File: config.mk
export PLATFORM = sky130hd
export DESIGN_NAME = serial_lookahead_subtractor
export DESIGN_NICKNAME = d
export VERILOG_FILES = /design/src/rtl/serial_lookahead_subtractor_pkg.sv /design/src/rtl/serial_lookahead_subtractor_borrow.sv /design/src/rtl/serial_lookahead_subtractor.sv
export SDC_FILE = /design/constraint.sdc
export NUM_CORES = 1
export LEC_CHECK = 0
export ABC_AREA = 1
export BUFFER_PORTS_ARGS = -buffer_cell sky130_fd_sc_hd__buf_2
export CELL_PAD_IN_SITES_DETAIL_PLACEMENT = 1
export CELL_PAD_IN_SITES_GLOBAL_PLACEMENT = 1
export CORE_UTILIZATION = 40
export CTS_BUF_LIST = sky130_fd_sc_hd__clkbuf_8
export DETAILED_ROUTE_END_ITERATION = 10
export GPL_ROUTABILITY_DRIVEN = 0
export PLACE_DENSITY_LB_ADDON = 0.08
export REMOVE_ABC_BUFFERS = 1
export SLEW_MARGIN = 10
export SYNTH_ARGS = -nofsm -noshare
export SYNTH_HDL_FRONTEND = slang
export SYNTH_SLANG_ARGS = --single-unit
export TNS_END_PERCENT = 1
File: constraint.sdc
create_clock -name clk -period 1.8 [get_ports clk]
set_input_delay 0.09 -clock clk [delete_from_list [all_inputs] [get_ports clk]]
set_output_delay 0.09 -clock clk [all_outputs]
set_load 0.02 [all_outputs]
File: src/rtl/serial_lookahead_subtractor_pkg.sv
// serial_lookahead_subtractor_pkg: FSM state encodings and digit width shared by the subtractor.
package serial_lookahead_subtractor_pkg;
    localparam int DIGIT_W = 4;
    typedef enum logic [1:0] {
        IDLE = 2'd0,
        RUN  = 2'd1,
        DONE = 2'd2
    } state_t;
endpackage

File: src/rtl/serial_lookahead_subtractor_borrow.sv
// lookahead_borrow_unit: two-level sum-of-products borrow lookahead across one 4-bit digit.
module lookahead_borrow_unit (
    input  logic [3:0] g,
    input  logic [3:0] p,
    input  logic       bin,
    output logic [3:0] br,
    output logic       bout
);
    assign br[0] = bin;
    assign br[1] = g[0] | (p[0] & bin);
    assign br[2] = g[1] | (p[1] & g[0]) | (p[1] & p[0] & bin);
    assign br[3] = g[2] | (p[2] & g[1]) | (p[2] & p[1] & g[0]) | (p[2] & p[1] & p[0] & bin);
    assign bout  = g[3] | (p[3] & g[2]) | (p[3] & p[2] & g[1]) | (p[3] & p[2] & p[1] & g[0])
                 | (p[3] & p[2] & p[1] & p[0] & bin);
endmodule

File: src/rtl/serial_lookahead_subtractor.sv
// serial_lookahead_subtractor: digit-serial a-b, one 4-bit digit per cycle, LSB digit first.
module serial_lookahead_subtractor
    import serial_lookahead_subtractor_pkg::*;
#(
    parameter int WIDTH = 32
) (
    input  logic             clk,
    input  logic             rst,
    input  logic             start,
    input  logic [WIDTH-1:0] a,
    input  logic [WIDTH-1:0] b,
    output logic             ready,
    output logic             busy,
    output logic             done,
    output logic [WIDTH-1:0] diff,
    output logic             bout,
    output logic             ovf,
    output logic             zero
);
    localparam int NDIG = WIDTH / DIGIT_W;
    localparam int CW   = $clog2(NDIG);

    state_t           state_q, state_d;
    logic [CW-1:0]    cnt_q, cnt_d;
    logic [WIDTH-1:0] a_q, a_d, b_q, b_d, diff_q, diff_d;
    logic             br_q, br_d, bout_q, bout_d, ovf_q, ovf_d, zero_q, zero_d;
    logic             amsb_q, amsb_d, bmsb_q, bmsb_d;
    logic [3:0]       g, p, br, dig;
    logic             dbout;

    assign g   = ~a_q[3:0] & b_q[3:0];
    assign p   = ~(a_q[3:0] ^ b_q[3:0]);
    assign dig = a_q[3:0] ^ b_q[3:0] ^ br;

    lookahead_borrow_unit u_lbu (
        .g   (g),
        .p   (p),
        .bin (br_q),
        .br  (br),
        .bout(dbout)
    );

    always_comb begin
        state_d = state_q;
        cnt_d   = cnt_q;
        a_d     = a_q;
        b_d     = b_q;
        diff_d  = diff_q;
        br_d    = br_q;
        bout_d  = bout_q;
        ovf_d   = ovf_q;
        zero_d  = zero_q;
        amsb_d  = amsb_q;
        bmsb_d  = bmsb_q;
        case (state_q)
            RUN: begin
                a_d    = a_q >> DIGIT_W;
                b_d    = b_q >> DIGIT_W;
                diff_d = {dig, diff_q[WIDTH-1:DIGIT_W]};
                br_d   = dbout;
                cnt_d  = cnt_q + 1'b1;
                if (cnt_q == CW'(NDIG - 1)) begin
                    state_d = DONE;
                    bout_d  = dbout;
                    ovf_d   = (amsb_q ^ bmsb_q) & (amsb_q ^ dig[3]);
                    zero_d  = diff_d == '0;
                end
            end
            default: begin
                state_d = IDLE;
                if (start) begin
                    state_d = RUN;
                    a_d     = a;
                    b_d     = b;
                    br_d    = 1'b0;
                    cnt_d   = '0;
                    amsb_d  = a[WIDTH-1];
                    bmsb_d  = b[WIDTH-1];
                end
            end
        endcase
    end

    always_ff @(posedge clk) begin
        if (rst) begin
            state_q <= IDLE;
            cnt_q   <= '0;
            a_q     <= '0;
            b_q     <= '0;
            diff_q  <= '0;
            br_q    <= 1'b0;
            bout_q  <= 1'b0;
            ovf_q   <= 1'b0;
            zero_q  <= 1'b0;
            amsb_q  <= 1'b0;
            bmsb_q  <= 1'b0;
        end else begin
            state_q <= state_d;
            cnt_q   <= cnt_d;
            a_q     <= a_d;
            b_q     <= b_d;
            diff_q  <= diff_d;
            br_q    <= br_d;
            bout_q  <= bout_d;
            ovf_q   <= ovf_d;
            zero_q  <= zero_d;
            amsb_q  <= amsb_d;
            bmsb_q  <= bmsb_d;
        end
    end

    assign ready = state_q == IDLE || state_q == DONE;
    assign busy  = state_q == RUN;
    assign done  = state_q == DONE;
    assign diff  = diff_q;
    assign bout  = bout_q;
    assign ovf   = ovf_q;
    assign zero  = zero_q;
endmodule

# After elaboration in Yosys (flattened, before gate mapping)

Cells that the tools add are included.

Bits in registers: 107
Input port bits: 67
Output and inout bits: 38
Logic and storage cells: 71

Add/sub/neg operators: 1
Equal/unequal tests: 4
Multiplexer cells: 11
Bitwise operators: 35
Reduce and logical (&&, ||, !) cells: 7

Operator list:

| operator            | count |
|---|---|
| $mux 28             | 4 |
| $logic_not 32->1    | 1 |
| $and 1x1->1         | 17 |
| $or 1x1->1          | 10 |
| $not 4->4           | 2 |
| $xor 4x4->4         | 2 |
| $mux 3              | 2 |
| $and 4x4->4         | 1 |
| $mux 2              | 2 |
| $reduce_and 2->1    | 2 |
| $add 3x1->3 const B | 1 |
| $eq 3x3->1 const B  | 1 |
| $mux 1              | 3 |
| $eq 2x1->1 const B  | 1 |
| $eq 2x2->1 const B  | 1 |
| $logic_not 2->1     | 1 |
| $ne 2x1->1 const B  | 1 |
| $reduce_bool 2->1   | 1 |
| $reduce_or 2->1     | 1 |
| $xor 1x1->1         | 2 |
| $logic_or 1x1->1    | 1 |
| $not 1->1           | 1 |

# Longest topological paths before layout

Gate-level depths: netlist of run 1.

Depth after elaboration: 9
Depth in mapped cells: 10
Gate-level depth less buffers: 10

# Modules after synthesis

Synthesis of run 1 repeated with hierarchy kept, for this count alone.

Cell total of the unflattened synthesis: 684
Area, all modules: 4684.5 um^2

Modules (own cells, without submodules):

| module                      | times used | cells an instance | area an instance (um^2) | seq. area each (um^2) |
|---|---|---|---|---|
| serial_lookahead_subtractor | 1          | 663               | 4598.2                  | 2142.1 |
| lookahead_borrow_unit       | 1          | 21                | 86.3                    | 0.0 |

# Least setup slack after synthesis of run 1

No wires, ideal clock.

Path kind: register -> register
From: register a_q[2]
To: register ovf_q (netlist: ovf)
Setup time: 0.113 ns
Data arrival time: 1.325 ns
Required time: 1.687 ns
Path slack: 0.362 ns
Cell stages (with the launch flop): 10
Buffers on the path: 0
Period minus slack after synthesis: 1.438 ns
Cell sequence: dfxtp_1 inv_1 ha_1 or2_2 nand2_1 nand2_1 nand2_1 nand3_1 nand3_1 nand2_1

Longest elaborated chain between the ends: 9
Elaborated cells on any way between the ends: 15
Those cells by class: 15 x bitwise

RTL lines:

| what                                                           | line                                     | text |
|---|---|---|
| start, declared                                                | serial_lookahead_subtractor.sv:25        | `logic [WIDTH-1:0] a_q, a_d, b_q, b_d, diff_q, diff_d;` |
| start signal, assigned                                         | serial_lookahead_subtractor.sv:88        | `a_q <= '0;` |
| start signal, assigned                                         | serial_lookahead_subtractor.sv:100       | `a_q <= a_d;` |
| $xor 4x4->4                                                    | serial_lookahead_subtractor.sv:32        | `assign p = ~(a_q[3:0] ^ b_q[3:0]);` |
| $not 4->4                                                      | serial_lookahead_subtractor.sv:32        |  |
| $and 1x1->1                                                    | serial_lookahead_subtractor_borrow.sv:12 | `assign br[3] = g[2] \| (p[2] & g[1]) \| (p[2] & p[1] & g[0]) \| (p[2] & p[1] & p[0] & bin);` |
| $or 1x1->1 / $and 1x1->1 (equally long branches) (2 in series) | serial_lookahead_subtractor_borrow.sv:12 |  |
| $or 1x1->1 (*)                                                 | serial_lookahead_subtractor_borrow.sv:12 |  |
| $xor 4x4->4 (*)                                                | serial_lookahead_subtractor.sv:33        | `assign dig = a_q[3:0] ^ b_q[3:0] ^ br;` |
| $xor 1x1->1 (*)                                                | serial_lookahead_subtractor.sv:65        | `ovf_d = (amsb_q ^ bmsb_q) & (amsb_q ^ dig[3]);` |
| $and 1x1->1 (*)                                                | serial_lookahead_subtractor.sv:65        |  |
| end signal, assigned                                           | serial_lookahead_subtractor.sv:105       | `ovf_q <= ovf_d;` |
| end, declared                                                  | serial_lookahead_subtractor.sv:26        | `logic br_q, br_d, bout_q, bout_d, ovf_q, ovf_d, zero_q, zero_d;` |

Mark *: on every way between the ends. The rest lies on a longest branch, timed or not.
A chain may end at the register's enable or synchronous reset.

# Worst setup path in the final report of run 1

From: register state_q[0]
To: register a_q[23]

Longest elaborated chain between the ends: 2
Elaborated cells on any way between the ends: 3
Those cells by class: 1 x eq/ne; 1 x mux; 1 x reduce/logical

RTL lines:

| what                                                | line                              | text |
|---|---|---|
| start, declared                                     | serial_lookahead_subtractor.sv:23 | `state_t state_q, state_d;` |
| start signal, assigned                              | serial_lookahead_subtractor.sv:98 | `state_q <= state_d;` |
| $eq 2x1->1 (*)                                      | serial_lookahead_subtractor.sv:55 | `case (state_q)` |
| $mux 28 / $reduce_bool 2->1 (equally long branches) | --                                |  |

Marked as above.

==> results of run 1 <==
[timing repair]
item	in CTS	in global routing
hold endpoints to repair	20	0
hold buffers	20	0
gates resized for setup	0	1
setup endpoints to repair	0	3
[placed cells by master (no fill, tap or decap), types with 2 or more instances in the layout]
cell	synthesis	final
sky130_fd_sc_hd__nand2_1	224	224
sky130_fd_sc_hd__inv_1	113	114
sky130_fd_sc_hd__dfxtp_1	107	107
sky130_fd_sc_hd__buf_2	15	104
sky130_fd_sc_hd__o211ai_1	33	33
sky130_fd_sc_hd__nand3_1	30	30
sky130_fd_sc_hd__o22ai_1	25	25
sky130_fd_sc_hd__nor2_1	23	23
sky130_fd_sc_hd__dlygate4sd3_1	0	20
sky130_fd_sc_hd__a21oi_1	11	11
sky130_fd_sc_hd__clkbuf_8	0	11
sky130_fd_sc_hd__o21ai_0	8	8
sky130_fd_sc_hd__buf_4	2	8
sky130_fd_sc_hd__ha_1	7	6
sky130_fd_sc_hd__inv_2	4	4
sky130_fd_sc_hd__o221ai_1	4	4
sky130_fd_sc_hd__bufinv_16	0	4
sky130_fd_sc_hd__a31oi_1	3	3
sky130_fd_sc_hd__o21ai_1	3	3
sky130_fd_sc_hd__buf_12	0	3
sky130_fd_sc_hd__nor2_4	2	2
sky130_fd_sc_hd__xor2_1	2	2
sky130_fd_sc_hd__o22ai_2	2	2
sky130_fd_sc_hd__or2_2	2	2
[critical path, cell delays in order, from the launching register on]
cell and delay [ns]:
sky130_fd_sc_hd__dfxtp_1 0.35, sky130_fd_sc_hd__inv_2 0.07, sky130_fd_sc_hd__nor2_8 0.13, sky130_fd_sc_hd__buf_4 0.23, sky130_fd_sc_hd__nor2_4 0.06, sky130_fd_sc_hd__buf_12 0.19, sky130_fd_sc_hd__a22oi_1 0.20, sky130_fd_sc_hd__o21ai_0 0.14
sky130_fd_sc_hd__nand2_1 0.09, sky130_fd_sc_hd__inv_1 0.04
[how the worst max path moves through the flow]
stage,from,endpoint,cells after the start
2_1_floorplan,state_q[0],bmsb_q,6
3_3_place_gp,a_q[2],zero,9
3_5_place_dp,a_q[2],zero,9
4_1_cts,a_q[2],zero,9
5_1_grt,a_q[2],br_q,9
6_report,state_q[0],a_q[23],9
[per-layer routing]
layer | vias to the layer above | global-route usage | routed length, um
met1 | 2124 | 0.283 | 6050
met5 | - | 0 | 0
li1 | 2228 | - | -
met2 | 80 | 0.410 | 6430
met3 | 16 | 0.0294 | 351
met4 | 0 | 0.0874 | 244
[synth_stat cells]
library cell	instances
sky130_fd_sc_hd__nand2_1	224
sky130_fd_sc_hd__inv_1	113
sky130_fd_sc_hd__dfxtp_1	107
sky130_fd_sc_hd__o211ai_1	33
sky130_fd_sc_hd__nand3_1	30
sky130_fd_sc_hd__o22ai_1	25
sky130_fd_sc_hd__nor2_1	23
sky130_fd_sc_hd__buf_2	15
sky130_fd_sc_hd__a21oi_1	11
sky130_fd_sc_hd__o21ai_0	8
sky130_fd_sc_hd__buf_6	7
sky130_fd_sc_hd__ha_1	7
sky130_fd_sc_hd__buf_1	5
sky130_fd_sc_hd__inv_2	4
sky130_fd_sc_hd__o221ai_1	4
sky130_fd_sc_hd__a31oi_1	3
sky130_fd_sc_hd__clkbuf_1	3
sky130_fd_sc_hd__o21ai_1	3
sky130_fd_sc_hd__buf_4	2
sky130_fd_sc_hd__nor2_4	2
sky130_fd_sc_hd__o22ai_2	2
sky130_fd_sc_hd__or2_2	2
sky130_fd_sc_hd__xor2_1	2
sky130_fd_sc_hd__a22oi_1	1
sky130_fd_sc_hd__fa_1	1
sky130_fd_sc_hd__inv_4	1
sky130_fd_sc_hd__inv_6	1
sky130_fd_sc_hd__nand2_2	1
sky130_fd_sc_hd__nand2_4	1
sky130_fd_sc_hd__nand4_1	1
sky130_fd_sc_hd__nor2_8	1
sky130_fd_sc_hd__o31ai_1	1
[power by group]
| part | total [mW] | switching [mW] | leakage, nW | internal [mW] |
|---|---|---|---|---|
| registers | 2.52 | 0.0524 | 0.873 | 2.47 |
| clock network | 1.97 | 0.831 | 0.141 | 1.14 |
| logic | 0.720 | 0.437 | 1.87 | 0.283 |
| total | 5.21 | 1.32 | 2.89 | 3.89 |
[registers in the layout, indices dropped and copies added, names as in the netlist]
| register | flops |
|---|---|
| bout | 1 |
| diff | 32 |
| amsb_q | 1 |
| br_q | 1 |
| state_q | 2 |
| zero | 1 |
| b_q | 32 |
| ovf | 1 |
| a_q | 32 |
| bmsb_q | 1 |
| cnt_q | 3 |
[cells by family (layout without fill, tap and decap cells)]
logic type | Yosys count | in the layout | synth area share
AND/OR/NAND/NOR | 285 | 285 | 0.247
buffers and inverters | 151 | 270 | 0.139
flip-flops | 107 | 107 | 0.457
AO/OA/AOI/OAI | 91 | 91 | 0.130
adder cells (fa/ha/maj) | 8 | 8 | 0.0230
XOR/XNOR | 2 | 2 | 0.00374
[metrics by stage]
stage | cells | instance area [um^2]
after global routing | 906 | 5790
after detailed placement | 870 | 5310
final | 906 | 5790
after CTS | 906 | 5780
after floorplan | 612 | 4490
after global placement | 870 | 5310
[cell type report]
| type | count | area [um^2] |
|---|---|---|
| Fill cell | 1483 | 5630 |
| Sequential cell | 107 | 2140 |
| Multi-Input combinational cell | 386 | 1900 |
| Timing Repair Buffer | 135 | 841 |
| Inverter | 119 | 454 |
| Tap cell | 143 | 179 |
| Clock buffer | 11 | 151 |
| Clock inverter | 5 | 124 |
==> qor.yml, run 1 <==
status: "finished, final reports clean"
post_synth.cell_area_avg_um2: 7.27
clock-skew-final_ns: 0.0100
tritoncts: "yes"
clock_slew_at_reported_path_ffs_ns: 0.10
post-route-drc-count: 0
synth.yosys.seq_area_share: 0.457
groute.usage.overall: 0.231
hold_start: "b[22]"
yosys_warnings: 0
final_min_period_over_clock_period: 0.884
finalCriticalPeriod_ns: 1.59
grt_pass1_vias: 4519
max_slew_vio_count: 0
tritoncts_buffer_count: 9
pin_count_of_the_biggest_net_entering_global_routing: 60
highest_fanout_seen_on_the_critical_path: 45
post_placement_worst_setup_slack_ns: 0.156
flow.area_growth_from_synthesis_pct: 23.7
hold_viol_final: 0
register_bit_count_reported_by_yosys: 107
worstHoldEndpoint: "b_q[22]"
worstSetupStartpointType: "register"
timing_worst_slew_pin_value_ns: 0.534
n_antenna_cell: 0
final_util: 0.507
dieArea_mm2: 0.0121
io_pins: 105
critical_path.endpoint_type: "register"
worstReg2RegStart: "state_q[0]"
cts.sink_count: 107
setup_viol: 0
yosys.cell_types.count: 32
synth.cell_area_mm2: 0.00468
nNetsFinal: 833
gr-total-overflow: 0
post_synth_inst_count: 644
min-delay-path-class: "in -> reg"
finalPower_mw: 5.21
worstPathArrival_ns: 1.88
post_drt_via_cell_ratio: 4.91
proportion_of_layout_cells_with_a_drive_suffix_above_1: 0.191
core_mm2: 0.0114
fmax_ghz: 0.628
finalHoldWorstSlack_ns: 0.0198
post-cts-setup-buffers: 0
holdPathStages: 5
portBuffers: 104
floorplan.initialDensity: 0.410
synth_area_leader_cell: "sky130_fd_sc_hd__dfxtp_1"
yosysTopAreaCellShare: 0.457
antenna_violating_nets_post_route: 0
reg2reg_depth: 9
slew_headroom: 0.644
post-dp-hpwl_um: 9110
power_leakage_nw: 2.89
critical_path.reg2reg.endpoint: "a_q[23]"
cellPowerDensity_mw_per_mm2: 900
dieWidth_um: 110
die_height_um: 110
grt_setup_unrepaired: "false"
critical_path_type: "reg -> reg"
clk_path_buf_depth: 2
irDropWorstVdd_uv: 416
routed_wl_um: 13100
detailedRoute.firstIterationViolations: 150
grt_antenna_before_repair: 0
ys_top_cells_by_area: "sky130_fd_sc_hd__dfxtp_1 46%, sky130_fd_sc_hd__nand2_1 18%, sky130_fd_sc_hd__inv_1 9.1%"
clock_tree.root_cell: "sky130_fd_sc_hd__clkbuf_8"
via_count: 4448
floorplan.rows: 39
setup-tns-final_ns: 0
first_pass_grt_wire_length_um: 21300
clk_latency_ns: 0.38
dr.pass1.iters: 4
avgRoutedWirePerCell_um: 14.4
timing.max_cap.violations: 0
rrSetupSlack_ns: 0.21
htree_num_levels: 3
worst_slack_ns: 0.209
cp_data_required_time_ns: 2.09
Power figures use the tool's default switching activity.
==> run 2, diff against run 1 <==
- CORE_ASPECT_RATIO: default -> 2
==> run 2 against run 1 <==
  * Via count is 1.4% lower
  * Global-route usage is 0.65 points lower
  * Combinational power is 2% lower
  * Worst hold slack worse by 0.00066 ns
  * Non-clock buffer count is 7 lower
  * Sequential share of layout area is 1.0 points higher
  * Clock power is 27% lower
  * Sequential power hardly changed
  * First-iteration DRC count is 2.7% lower
  * Die area is 0.21% higher
  * Total power is 11% lower
  * Largest cell class unchanged
==> qor.yml, run 2 (synthesis gave the netlist of run 1 again) <==
timing_worst_slew_pin_value_ns: 0.384
core_mm2: 0.0114
antenna_violating_nets_post_route: 0
floorplan.initialDensity: 0.413
post-route-drc-count: 0
status: "finished, final reports clean"
clock_tree.root_cell: "sky130_fd_sc_hd__clkbuf_8"
worstSetupStartpointType: "register"
slew_headroom: 0.743
io_pins: 105
first_pass_grt_wire_length_um: 21300
grt_setup_unrepaired: "false"
finalPower_mw: 4.66
cellPowerDensity_mw_per_mm2: 828
grt_antenna_before_repair: 0
critical_path_type: "reg -> reg"
die_height_um: 155
hold_viol_final: 0
clock-skew-final_ns: 0.00983
cp_data_required_time_ns: 2.12
proportion_of_layout_cells_with_a_drive_suffix_above_1: 0.197
max_slew_vio_count: 0
portBuffers: 104
fmax_ghz: 0.611
dieWidth_um: 78.5
critical_path.endpoint_type: "register"
worstPathArrival_ns: 1.95
layout.cells.most_common: "sky130_fd_sc_hd__nand2_1"
avgRoutedWirePerCell_um: 14.5
post-cts-setup-buffers: 0
power_leakage_nw: 2.81
floorplan.rows: 55
tritoncts: "yes"
clk_latency_ns: 0.37
met3_wirelength_um: 321
dieArea_mm2: 0.0122
groute.usage.overall: 0.224
num-fill-cells: 1551
layout.cells.most_common_list: "223 x sky130_fd_sc_hd__nand2_1, 113 x sky130_fd_sc_hd__inv_1, 107 x sky130_fd_sc_hd__dfxtp_1, 104 x sky130_fd_sc_hd__buf_2, 33 x sky130_fd_sc_hd__o211ai_1"
wl_met2_um: 7400
htree_num_levels: 3
irDropWorstVdd_uv: 463
n_antenna_cell: 0
clock_slew_at_reported_path_ffs_ns: 0.10
finalCriticalPeriod_ns: 1.64
flow.area_growth_from_synthesis_pct: 20.3
tritoncts_buffer_count: 9
setup_viol: 0
highest_fanout_seen_on_the_critical_path: 3
pin_count_of_the_biggest_net_entering_global_routing: 35
grt_pass1_vias: 4650
setup-tns-final_ns: 0
timing.max_cap.violations: 0
maxUsedRoutingLayer: "met4"
detail_route.wirelength.met1_um: 5090
via_count: 4384
detailedRoute.firstIterationViolations: 146
clk_path_buf_depth: 2
gr-total-overflow: 0
final_min_period_over_clock_period: 0.909
post-dp-hpwl_um: 9560
dr.pass1.iters: 4
min-delay-path-class: "in -> reg"
nNetsFinal: 826
finalHoldWorstSlack_ns: 0.0191
post_drt_via_cell_ratio: 4.88
cts.sink_count: 107
routed_wl_um: 13000
==> run 2: where the power goes <==
part | internal, mW | total, mW | switching, mW
combinational | 0.270 | 0.704 | 0.434
clock | 0.625 | 1.44 | 0.812
sequential | 2.47 | 2.52 | 0.0514
total | 3.37 | 4.66 | 1.30
==> run 2: critical path, stage by stage (launching register included) <==
cell and delay [ns]:
sky130_fd_sc_hd__dfxtp_1 0.37, sky130_fd_sc_hd__inv_1 0.10, sky130_fd_sc_hd__fa_1 0.45, sky130_fd_sc_hd__inv_1 0.10, sky130_fd_sc_hd__nand3_1 0.08, sky130_fd_sc_hd__nor2_1 0.12, sky130_fd_sc_hd__nand2_1 0.06, sky130_fd_sc_hd__nor2_1 0.11
sky130_fd_sc_hd__nand3_1 0.11, sky130_fd_sc_hd__nand2_1 0.08
==> run 2: stage by stage <==
stage / instances / util / cell area (um^2) / worst slack (ns)
detailed placement: 870 / 0.467 / 5300 / 0.0782
global placement: 870 / 0.467 / 5300 / 0.116
CTS: 898 / 0.495 / 5620 / 0.0595
floorplan: 612 / - / 4490 / 0.0927
global route: 898 / 0.496 / 5630 / 0.0240
finish: 898 / 0.496 / 5630 / 0.164
==> run 2: path summary, 6_finish.rpt <==
path	from	endpoint	slack, ns	cells after the start
max	b_q[0]	zero	0.16	9
max reg2reg	b_q[0]	zero	0.16	9
min reg2reg	zero	zero	0.46	2
min	a[27]	a_q[27]	0.02	5
==> run 2: cell type report <==
type | count | area (um^2) | share of cell area
Sequential cell | 107 | 2140 | 0.380
Multi-Input combinational cell | 386 | 1900 | 0.338
Timing Repair Buffer | 128 | 756 | 0.134
Inverter | 119 | 457 | 0.0811
Tap cell | 142 | 178 | 0.0315
Clock buffer | 12 | 165 | 0.0293
Clock inverter | 4 | 32.5 | 0.00577
==> run 2: what timing repair did <==
item,4_1_cts,5_1_grt
gates resized for setup,0,3
endpoints found under the hold margin,12,0
hold buffers,12,0
setup endpoints to repair,0,3
==> run 2: routing by layer <==
layer,vias to the layer above,track usage
li1,2206,-
met1,2081,0.230
met2,84,0.451
met3,13,0.0323
met4,0,0.0617
met5,-,0
==> run 3, diff against run 2 <==
- clock period: 1.8 -> 1.88 ns (I/O delays scaled with it)
==> run 3 against run 2 <==
  * Cell count unchanged
  * Global-route usage up 0.45 points
  * Sequential share of layout area increased by 0.19 points
  * Flip-flop and latch count stayed put
  * Clock skew shrank 0.00076 ns
  * Via count is 1.3% higher
  * Clock power down 6%
  * Design area is 0.49% lower
  * Register-to-register slack improved by 0.04 ns
  * Clock-buffer cell count down 3
  * Critical path type unchanged
  * Critical endpoint unchanged
  * Highest routed layer unchanged
==> qor.yml, run 3 (synthesis gave the netlist of run 1 again) <==
status: "finished, final reports clean"
num-fill-cells: 1528
power_switching_share: 0.276
layout.cells.most_common_list: "224 x sky130_fd_sc_hd__nand2_1, 116 x sky130_fd_sc_hd__inv_1, 107 x sky130_fd_sc_hd__dfxtp_1, 104 x sky130_fd_sc_hd__buf_2, 33 x sky130_fd_sc_hd__o211ai_1"
critPathMaxStageDelay_ns: 0.34
critical_path.slowest_cell: "sky130_fd_sc_hd__dfxtp_1"
cts.sink_count: 107
grt_pass1_vias: 4532
final_util: 0.494
pin_count_of_the_biggest_net_entering_global_routing: 44
floorplan.rows: 55
rrSetupSlack_ns: 0.21
critical-path-top-cell-by-count: "sky130_fd_sc_hd__nand2_1"
post_drt_via_cell_ratio: 4.94
avgRoutedWirePerCell_um: 14.7
worstSetupStartpointType: "register"
slew_headroom: 0.649
detailedRoute.firstIterationViolations: 125
clock_tree.root_cell: "sky130_fd_sc_hd__clkbuf_8"
post-route-drc-count: 0
critical_path_type: "reg -> reg"
clock-skew-final_ns: 0.00908
dieWidth_um: 78.5
setup_viol: 0
irDropWorstVdd_uv: 406
groute.usage.overall: 0.229
power_leakage_nw: 2.82
tritoncts: "yes"
flow.area_growth_from_synthesis_pct: 19.7
clk_latency_ns: 0.38
fin_area_mm2: 0.00561
grt_setup_unrepaired: "false"
power_report.internal_total_mw: 3.21
fmax_ghz: 0.597
worstPathArrival_ns: 1.95
highest_fanout_seen_on_the_critical_path: 3
setup-tns-final_ns: 0
portBuffers: 104
io_pins: 105
tritoncts_buffer_count: 9
core_mm2: 0.0114
finalCriticalPeriod_ns: 1.67
clk_path_buf_depth: 2
reg2reg_depth: 9
timing.max_cap.violations: 0
first_pass_grt_wire_length_um: 21300
p_comb_frac: 0.151
worstHoldEndpoint: "b_q[19]"
gr-total-overflow: 0
seq_power_share: 0.544
final_min_period_over_clock_period: 0.891
critical_path.cell_chain: "inv_1, ha_1, or2_2, nand2_1, nand2_1, nand2_1, nand2_1, nand3_1, nand2_1"
clock_slew_at_reported_path_ffs_ns: 0.10
hold_start: "b[19]"
critical_path.endpoint_type: "register"
n_antenna_cell: 0
layout.cells.most_common: "sky130_fd_sc_hd__nand2_1"
grt_antenna_before_repair: 0
dieArea_mm2: 0.0122
critical-path-top-delay-family: "simple AND/OR/NAND/NOR gates"
holdPathStages: 5
power.clock.fraction: 0.306
worstReg2RegStart: "a_q[2]"
cp_data_required_time_ns: 2.16
critical_path.reg2reg.endpoint: "zero"
via_count: 4439
cellPowerDensity_mw_per_mm2: 792
routed_wl_um: 13200
floorplan.initialDensity: 0.413
max_slew_vio_count: 0
post-dp-hpwl_um: 9710
htree_num_levels: 3
dr.pass1.iters: 4
post_cts_resize_count: 0
antenna_violating_nets_post_route: 0
nNetsFinal: 827
timing_worst_slew_pin_value_ns: 0.525
net_switching_power_of_the_design_mw: 1.23
final_cells: 898
placedCellCount: 869
hold_viol_final: 0
proportion_of_layout_cells_with_a_drive_suffix_above_1: 0.188
worst-path-stages: 9
timing.critical_path.buf_inv: 1
die_height_um: 155
detailed_place.area_mm2: 0.00529
min-delay-path-class: "in -> reg"
==> run 3: cell types whose count changed in the layout (fill, tap and decap cells not counted), sizes merged <==
cell and change:
clkinv +1, clkinvlp -2, buf -1, clkbuf -3
inv +2, bufinv +1, dlygate4sd3 +2
==> run 3: area by class of cell <==
class,instances,area (um^2),share of cell area
repair buffers,129,768,0.137
clock inverters,6,51.3,0.00915
flip-flops and latches,107,2140,0.382
well taps,142,178,0.0317
clock buffers,9,124,0.0221
multi-input cells,386,1890,0.337
inverters,119,454,0.0810
==> run 3: how the worst max path moves through the flow <==
stage,startpoint,end
6_report,a_q[2],zero
5_1_grt,a_q[2],zero
4_1_cts,a_q[2],zero
3_5_place_dp,a_q[2],zero
3_3_place_gp,a_q[2],zero
2_1_floorplan,state_q[0],bmsb_q
==> run 3: stage by stage <==
| stage | total power, mW | hold slack (ns) | setup WS (ns) |
|---|---|---|---|
| floorplan | 2.85 | 0.163 | 0.173 |
| global placement | 3.09 | 0.349 | 0.241 |
| detailed placement | 3.12 | 0.352 | 0.204 |
| CTS | 4.50 | 0.00210 | 0.175 |
| global route | 4.67 | 0.0223 | 0.112 |
| finish | 4.44 | 0.0158 | 0.206 |
==> run 3: worst register-to-register path: stages (launching register included) <==
cell and delay, ns:
sky130_fd_sc_hd__dfxtp_1 0.34, sky130_fd_sc_hd__inv_1 0.06, sky130_fd_sc_hd__ha_1 0.33, sky130_fd_sc_hd__or2_2 0.31, sky130_fd_sc_hd__nand2_1 0.11, sky130_fd_sc_hd__nand2_1 0.09
sky130_fd_sc_hd__nand2_1 0.09, sky130_fd_sc_hd__nand2_1 0.09, sky130_fd_sc_hd__nand3_1 0.11, sky130_fd_sc_hd__nand2_1 0.05
==> run 3: power by group through the flow <==
stage                     Combinational [mW]  Clock, mW  Sequential [mW]
after detailed placement               0.654          0             2.47
final                                  0.669       1.36             2.41
after CTS                              0.680       1.40             2.42
after global placement                 0.629          0             2.46
after global routing                   0.754       1.49             2.43
after floorplan                        0.382          0             2.47
==> run 3: timing repair <==
action | in CTS | in global routing
endpoints found under the hold margin | 14 | 0
hold buffers | 14 | 0
buffers inserted | 0 | 0
==> run 3: layer usage <==
metal,vias to the layer above,GRT usage,wire (um)
met4,0,0.0952,338
met3,22,0.0352,360
met1,2116,0.224,4970
met2,86,0.455,7510
li1,2215,-,-
met5,-,0,0
